### src/rtl/jtag_seq_pkg.sv
// jtag_seq_pkg: shared types and constants for the JTAG sequencer.
//   op_e    : command opcodes carried on cmd_op (values 4..7 are reserved)
//   state_e : controller states
//   MAX_BITS_DEF : default command data width
//   LEN_W   : width of the cmd_len field
package jtag_seq_pkg;

  localparam int MAX_BITS_DEF  = 32;
  localparam int LEN_W         = 6;
  // Test-logic-reset walk: five TMS=1 periods, then one TMS=0 period
  localparam int RESET_PERIODS = 6;
  localparam int RESET_TMS_HI  = 5;

  typedef enum logic [2:0] {
    OP_RESET         = 3'd0,
    OP_TMS_SEQ       = 3'd1,
    OP_SCAN          = 3'd2,
    OP_SCAN_FLIP_TMS = 3'd3
  } op_e;

  typedef enum logic [2:0] {
    ST_IDLE    = 3'd0,
    ST_RESET   = 3'd1,
    ST_TMS_SEQ = 3'd2,
    ST_SCAN    = 3'd3,
    ST_RESP    = 3'd4
  } state_e;

  function automatic logic op_is_legal(input logic [2:0] op);
    return (op <= 3'd3);
  endfunction

endpackage

### src/rtl/jtag_tck_gen.sv
// jtag_tck_gen: TCK divider. While en is high, tck runs a low phase of
// TCK_DIV clk cycles followed by a high phase of TCK_DIV cycles; while en is
// low the divider is held cleared with tck low.
//   clk, rst    : system clock, asynchronous active-high reset
//   en          : run the divider
//   start       : command accepted this cycle (first low phase begins)
//   tck         : registered TCK output
//   rise, fall  : the closing edge of this cycle toggles tck up / down
//   phase_start : the closing edge of this cycle begins a low phase
module jtag_tck_gen #(
  parameter int TCK_DIV = 4
) (
  input  logic clk,
  input  logic rst,
  input  logic en,
  input  logic start,
  output logic tck,
  output logic rise,
  output logic fall,
  output logic phase_start
);

  localparam logic [7:0] CNT_LAST = 8'(TCK_DIV - 1);

  logic [7:0] cnt;
  logic       wrap;

  assign wrap        = en && (cnt == CNT_LAST);
  assign rise        = wrap && !tck;
  assign fall        = wrap && tck;
  assign phase_start = start || fall;

  always_ff @(posedge clk or posedge rst) begin
    if (rst) begin
      cnt <= '0;
      tck <= 1'b0;
    end else if (!en) begin
      cnt <= '0;
      tck <= 1'b0;
    end else if (wrap) begin
      cnt <= '0;
      tck <= ~tck;
    end else begin
      cnt <= cnt + 8'd1;
    end
  end

endmodule

### src/rtl/jtag_seq_ctrl.sv
// jtag_seq_ctrl: command-driven JTAG sequencer. Accepts RESET, TMS_SEQ, SCAN
// and SCAN_FLIP_TMS commands, drives tck/tms/tdi and returns captured TDO for
// scans through a valid/ready response channel.
//   clk, rst                  : system clock, asynchronous active-high reset
//   cmd_valid/cmd_ready       : command handshake
//   cmd_op, cmd_len, cmd_data : opcode, bit count (0 = MAX_BITS), payload
//   rsp_valid/rsp_ready       : scan response handshake
//   rsp_data                  : captured TDO, LSB first
//   tck, tms, tdi, tdo        : JTAG pins
//   busy                      : high outside IDLE
// Build option: define JTAG_SEQ_TDO_SYNC_EN to pass tdo through a 2-flop
// synchronizer and capture on the last clk cycle of the TCK high phase
// (needs TCK_DIV >= 3). Default: tdo sampled on the tck rising edge.
module jtag_seq_ctrl
  import jtag_seq_pkg::*;
#(
  parameter int TCK_DIV  = 4,
  parameter int MAX_BITS = MAX_BITS_DEF
) (
  input  logic                clk,
  input  logic                rst,
  input  logic                cmd_valid,
  output logic                cmd_ready,
  input  logic [2:0]          cmd_op,
  input  logic [LEN_W-1:0]    cmd_len,
  input  logic [MAX_BITS-1:0] cmd_data,
  output logic                rsp_valid,
  input  logic                rsp_ready,
  output logic [MAX_BITS-1:0] rsp_data,
  output logic                tck,
  output logic                tms,
  output logic                tdi,
  input  logic                tdo,
  output logic                busy
);

  localparam int IW = (MAX_BITS > 8) ? $clog2(MAX_BITS) : 3;

  state_e              state;
  logic [IW-1:0]       idx_q, last_q, idx_n, cmd_last;
  logic [MAX_BITS-1:0] data_q, rsp_q;
  logic                flip_q, done_q;
  logic                start, gen_en;
  logic                rise, fall, phase_start;
  logic                cap_stb, tdo_cap;

  // A legal command is only ever taken in IDLE, since cmd_ready is IDLE-only
  assign start  = cmd_valid && cmd_ready && op_is_legal(cmd_op);
  assign idx_n  = idx_q + IW'(1);
  // done_q marks the one cycle between the last falling edge and RESP;
  // the divider is parked there so tck cannot rise again
  assign gen_en = (state == ST_RESET) || (state == ST_TMS_SEQ) ||
                  ((state == ST_SCAN) && !done_q);
  assign rsp_data = rsp_q;

  // Out-of-range lengths are clamped to a full-width command
  always_comb begin
    cmd_last = IW'(MAX_BITS - 1);
    if ((cmd_len != '0) && (int'(cmd_len) <= MAX_BITS))
      cmd_last = IW'(cmd_len - 1'b1);
  end

  jtag_tck_gen #(
    .TCK_DIV(TCK_DIV)
  ) u_tck_gen (
    .clk        (clk),
    .rst        (rst),
    .en         (gen_en),
    .start      (start),
    .tck        (tck),
    .rise       (rise),
    .fall       (fall),
    .phase_start(phase_start)
  );

`ifdef JTAG_SEQ_TDO_SYNC_EN
  logic tdo_s1, tdo_s2;

  always_ff @(posedge clk or posedge rst) begin
    if (rst) begin
      tdo_s1 <= 1'b0;
      tdo_s2 <= 1'b0;
    end else begin
      tdo_s1 <= tdo;
      tdo_s2 <= tdo_s1;
    end
  end

  assign cap_stb = fall;
  assign tdo_cap = tdo_s2;
`else
  assign cap_stb = rise;
  assign tdo_cap = tdo;
`endif

  always_ff @(posedge clk or posedge rst) begin
    if (rst) begin
      state     <= ST_IDLE;
      cmd_ready <= 1'b0;
      busy      <= 1'b0;
      rsp_valid <= 1'b0;
      tms       <= 1'b0;
      tdi       <= 1'b0;
      idx_q     <= '0;
      last_q    <= '0;
      flip_q    <= 1'b0;
      done_q    <= 1'b0;
      data_q    <= '0;
      rsp_q     <= '0;
    end else begin
      case (state)
        ST_IDLE: begin
          cmd_ready <= 1'b1;
          // Reserved opcodes are accepted by the handshake and dropped here
          if (start) begin
            cmd_ready <= 1'b0;
            busy      <= 1'b1;
            idx_q     <= '0;
            data_q    <= cmd_data;
            rsp_q     <= '0;
            done_q    <= 1'b0;
            flip_q    <= (cmd_op == OP_SCAN_FLIP_TMS);
            case (op_e'(cmd_op))
              OP_RESET: begin
                state  <= ST_RESET;
                last_q <= IW'(RESET_PERIODS - 1);
                tms    <= 1'b1;
                tdi    <= 1'b0;
              end
              OP_TMS_SEQ: begin
                state  <= ST_TMS_SEQ;
                last_q <= cmd_last;
                tms    <= cmd_data[0];
                tdi    <= 1'b0;
              end
              default: begin
                state  <= ST_SCAN;
                last_q <= cmd_last;
                tdi    <= cmd_data[0];
                tms    <= (cmd_op == OP_SCAN_FLIP_TMS) && (cmd_last == '0);
              end
            endcase
          end
        end

        ST_RESET, ST_TMS_SEQ: begin
          if (fall && (idx_q == last_q)) begin
            state     <= ST_IDLE;
            busy      <= 1'b0;
            cmd_ready <= 1'b1;
            tms       <= 1'b0;
          end else if (phase_start) begin
            idx_q <= idx_n;
            tms   <= (state == ST_RESET) ? (idx_n < IW'(RESET_TMS_HI))
                                         : data_q[idx_n];
          end
        end

        ST_SCAN: begin
          if (cap_stb)
            rsp_q[idx_q] <= tdo_cap;
          if (done_q) begin
            state     <= ST_RESP;
            rsp_valid <= 1'b1;
            done_q    <= 1'b0;
          end else if (fall && (idx_q == last_q)) begin
            done_q <= 1'b1;
            tms    <= 1'b0;
            tdi    <= 1'b0;
          end else if (phase_start) begin
            idx_q <= idx_n;
            tdi   <= data_q[idx_n];
            tms   <= flip_q && (idx_n == last_q);
          end
        end

        ST_RESP: begin
          if (rsp_ready) begin
            state     <= ST_IDLE;
            rsp_valid <= 1'b0;
            busy      <= 1'b0;
            cmd_ready <= 1'b1;
          end
        end

        default: begin
          state <= ST_IDLE;
          busy  <= 1'b0;
        end
      endcase
    end
  end

endmodule
### config.mk
export PLATFORM = sky130hd
export DESIGN_NAME = jtag_seq_ctrl
export DESIGN_NICKNAME = d
export VERILOG_FILES = /design/src/rtl/jtag_seq_pkg.sv /design/src/rtl/jtag_tck_gen.sv /design/src/rtl/jtag_seq_ctrl.sv
export SDC_FILE = /design/constraint.sdc
export NUM_CORES = 1
export LEC_CHECK = 0
export BUFFER_PORTS_ARGS = -buffer_cell sky130_fd_sc_hd__clkbuf_2
export CAP_MARGIN = 15
export CORE_ASPECT_RATIO = 1.5
export CORE_MARGIN = 2
export CORE_UTILIZATION = 35
export CTS_CLUSTER_DIAMETER = 40
export DETAILED_ROUTE_END_ITERATION = 6
export GPL_ROUTABILITY_DRIVEN = 0
export PLACE_DENSITY = 0.64
export SYNTH_ARGS = -nofsm -noshare
export SYNTH_HDL_FRONTEND = slang
export SYNTH_SLANG_ARGS = --single-unit
### constraint.sdc
create_clock -name clk -period 3.58 [get_ports clk]
set_input_delay 0.537 -clock clk [delete_from_list [all_inputs] [get_ports clk]]
set_output_delay 0.537 -clock clk [all_outputs]
set_load 0.02 [all_outputs]
==> impl_metrics.json <==
{
  "nets": 671,
  "fin_skew_ps": 6.771,
  "diodes": 0,
  "drt_pass1_iterations": 5,
  "ir_drop_v": 0.0002729,
  "synth-seq-cells": 93,
  "synth_flop_cell": "dfrtp_1",
  "ctsLongestPathBuffers": 2,
  "cts_root_buffer": "clkbuf_16",
  "grt_max_degree": 44,
  "syn_area_per_cell_um2": 8.818,
  "timing.final.crit_share_pct": 76.07,
  "hold_viol": 0,
  "fp.dieArea_um2": 14810,
  "yosysWarnings": 0,
  "grtUsageTotal_pct": 17.32,
  "numCtsBuffers": 9,
  "maxCapViolCount": 0,
  "wire_per_inst_um": 15.58,
  "place_inst": 768,
  "drt-vias-per-instance": 5.277,
  "ys_seq_area_share_pct": 48.07,
  "grt_pass1_vias": 4292,
  "core-area_um2": 13530,
  "dpl.hpwl_um": 8951,
  "drt_wl_total_um": 12210,
  "drc": 0,
  "clk_latency_ps": 340,
  "powerDensity_nw_per_um2": 741.5,
  "drive_above_1_share_pct": 19.77,
  "fill_cells": 1374,
  "synth_fp_nets": 602,
  "worstHoldPathType": "input pin to async pin",
  "syn_to_final_growth_pct": 17.73,
  "ctsResizeCount": 0,
  "io_pins": 84,
  "cts_tree": "built",
  "portBuffers": 83,
  "finalSetupViolations": 0,
  "timing.slew.headroom_pct": 59.33,
  "antenna_left": 0,
  "drt_iter0_drc": 267,
  "crit_path_max_fanout": 15,
  "clkSinkCount": 93,
  "synth.cell_area_um2": 4841,
  "finalSetupTns_ps": 0,
  "post_cts_buffers": 0,
  "startpoint_type": "flop",
  "syn_inst": 549,
  "multi_input_area_um2": 2355,
  "grt_first_pass_wirelength_um": 20340,
  "cts-htree-levels": 3,
  "place_ws_ps": 856.7,
  "drv_slew": 0,
  "synth_edf_count": 0,
  "overflow": 0,
  "vias": 4137,
  "status": "completed",
  "initial_core_util_pct": 35.77,
  "final-seq-area_um2": 2327,
  "path_class": "flop to flop",
  "period_minus_slack_ps": 2723,
  "rsz0062_at_grt": "no",
  "ys_async_sr_fraction_pct": 100.0,
  "rows": 52,
  "worst_pin_slew_ps": 610.1,
  "yosysUniqueCellTypes": 57,
  "final-instance-count-excl-fill": 784,
  "leakage_uw": 0.002679,
  "crit_path_end_kind": "flop",
  "die_h_um": 148.0,
  "layout_setup_ws_ps": 856.7,
  "path_clk_slew_ps": 60,
  "dieWidth_um": 100.0,
  "cp_data_required_time_ps": 3790,
  "grt_antenna_before_repair": 0,
  "critPathArrivalTime_ps": 2940,
  "fmax_mhz": 367.2,
  "cts_hold_buf": 0
}
==> logic make-up (layout without fill, tap and decap cells) <==
group	count (synthesis)	after routing	share of synthesized area, %
AOI/OAI and AO/OA	146	146	17.60
xor gates and xnor gates	22	22	4.136
buffers and inverters	42	115	3.412
muxes	9	9	3.412
DFF	93	93	48.07
and+or+nand+nor	230	230	21.56
adders and majority gates	7	7	1.809
==> routing by layer <==
metal	share of wire (%)	global-route usage, %	routed length, um	vias to the layer above
met5	0	0	0	-
met4	2.6	7.603	321	0
met3	3.8	3.641	458	24
met2	52	31.15	6392	108
met1	41	19.50	5039	1965
li1	-	-	-	2040
==> synthesized netlist by cell type (2+ instances only) <==
cell type | number | area share [%]
nand3_1 | 17 | 1.8
xor2_1 | 6 | 1.1
mux2i_1 | 3 | 0.62
buf_2 | 3 | 0.31
nor2_1 | 28 | 2.2
dfrtp_1 | 93 | 48
nand3b_1 | 3 | 0.47
nand2_1 | 134 | 10
inv_1 | 9 | 0.70
clkbuf_1 | 28 | 2.2
a31oi_1 | 8 | 1.0
nor3b_1 | 3 | 0.47
nor2b_1 | 7 | 0.90
o21ai_1 | 3 | 0.31
o22a_1 | 2 | 0.36
or3_1 | 2 | 0.26
a2111oi_0 | 2 | 0.36
nor3_1 | 8 | 0.83
nand4_1 | 2 | 0.26
a21oi_1 | 34 | 3.5
o21a_1 | 3 | 0.47
o21ai_0 | 69 | 7.1
o2111ai_1 | 2 | 0.36
xnor2_1 | 15 | 2.7
nand2b_1 | 8 | 1.0
nor4_1 | 3 | 0.39
or2_2 | 2 | 0.26
and2_1 | 5 | 0.65
a21o_1 | 2 | 0.31
o211ai_1 | 3 | 0.47
mux4_2 | 6 | 2.8
ha_1 | 7 | 1.8
o311ai_0 | 2 | 0.36
o31ai_1 | 2 | 0.31
a22o_1 | 3 | 0.54
==> layout make-up <==
| type | instances | area share [%] |
|---|---|---|
| clock buffer | 13 | 4.918 |
| sequential | 93 | 40.83 |
| multi-input combinational | 414 | 41.32 |
| inverter | 9 | 0.6147 |
| timing repair buffer | 91 | 8.474 |
| tap | 162 | 3.557 |
| clock inverter | 2 | 0.2854 |
==> state kept, by name (all words and copies together) (netlist names) <==
signal,cells
busy,1
idx_q,5
rsp_data,32
rsp_valid,1
u_tck_gen.tck,1
tms,1
state,3
data_q,32
last_q,5
done_q,1
flip_q,1
u_tck_gen.cnt,8
cmd_ready,1
tdi,1
==> metrics by stage <==
stage | power, uW | hold WS, ps | area [um2] | utilization, %
2_1_floorplan | 2858 | 437.9 | 4841 | -
3_3_place_gp | 3256 | 452.6 | 5388 | 39.81
3_5_place_dp | 3302 | 458.5 | 5388 | 39.81
4_1_cts | 4246 | 227.3 | 5684 | 42.00
5_1_grt | 4534 | 256.8 | 5699 | 42.11
6_report | 4226 | 211.6 | 5699 | 42.11
==> worst paths after layout <==
kind / from / endpoint / slack (ps) / cells after the start
max: idx_q[0] / tms / 860 / 8
min: rst / rsp_data[23] / 210 / 2
max reg2reg: idx_q[0] / tms / 860 / 8
min reg2reg: data_q[25] / data_q[25] / 470 / 2
max in group asynchronous: rst / u_tck_gen.cnt[7] / 2520 / 3
min in group clk: cmd_data[11] / data_q[11] / 380 / 3
==> cell usage in the layout (no fill, tap or decap), drive strengths merged, types with 2 or more instances in the layout <==
cell	instances
nand2	134
clkbuf	96
dfrtp	93
o21ai	72
a21oi	34
nor2	29
nand3	17
xnor2	15
inv	8
nor3	8
nand2b	8
a31oi	8
buf	8
nor2b	7
ha	7
xor2	7
mux4	6
and2	5
nand3b	3
a22o	3
nor3b	3
o211ai	3
o21a	3
mux2i	3
nor4	3
o22a	2
o2111ai	2
o31ai	2
a21o	2
or2	2
a2111oi	2
nand4	2
o311ai	2
or3	2
nor4b	2
or4	2
clkinv	2
==> worst max-delay path: stages, from the launching register on <==
cell and delay (ps):
dfrtp_1 400, buf_4 210, ha_1 250, xor2_2 380, mux4_2 550, nor2b_1 130, o311ai_0 320, o311a_1 270
o32ai_1 90
==> power breakdown <==
group | internal [uW] | leakage [uW] | switching [uW]
sequential | 1350 | 0.00121 | 293
combinational | 692 | 0.00133 | 957
clock | 544 | 0.000144 | 388
Note: power is estimated with default switching activity, not from simulation.
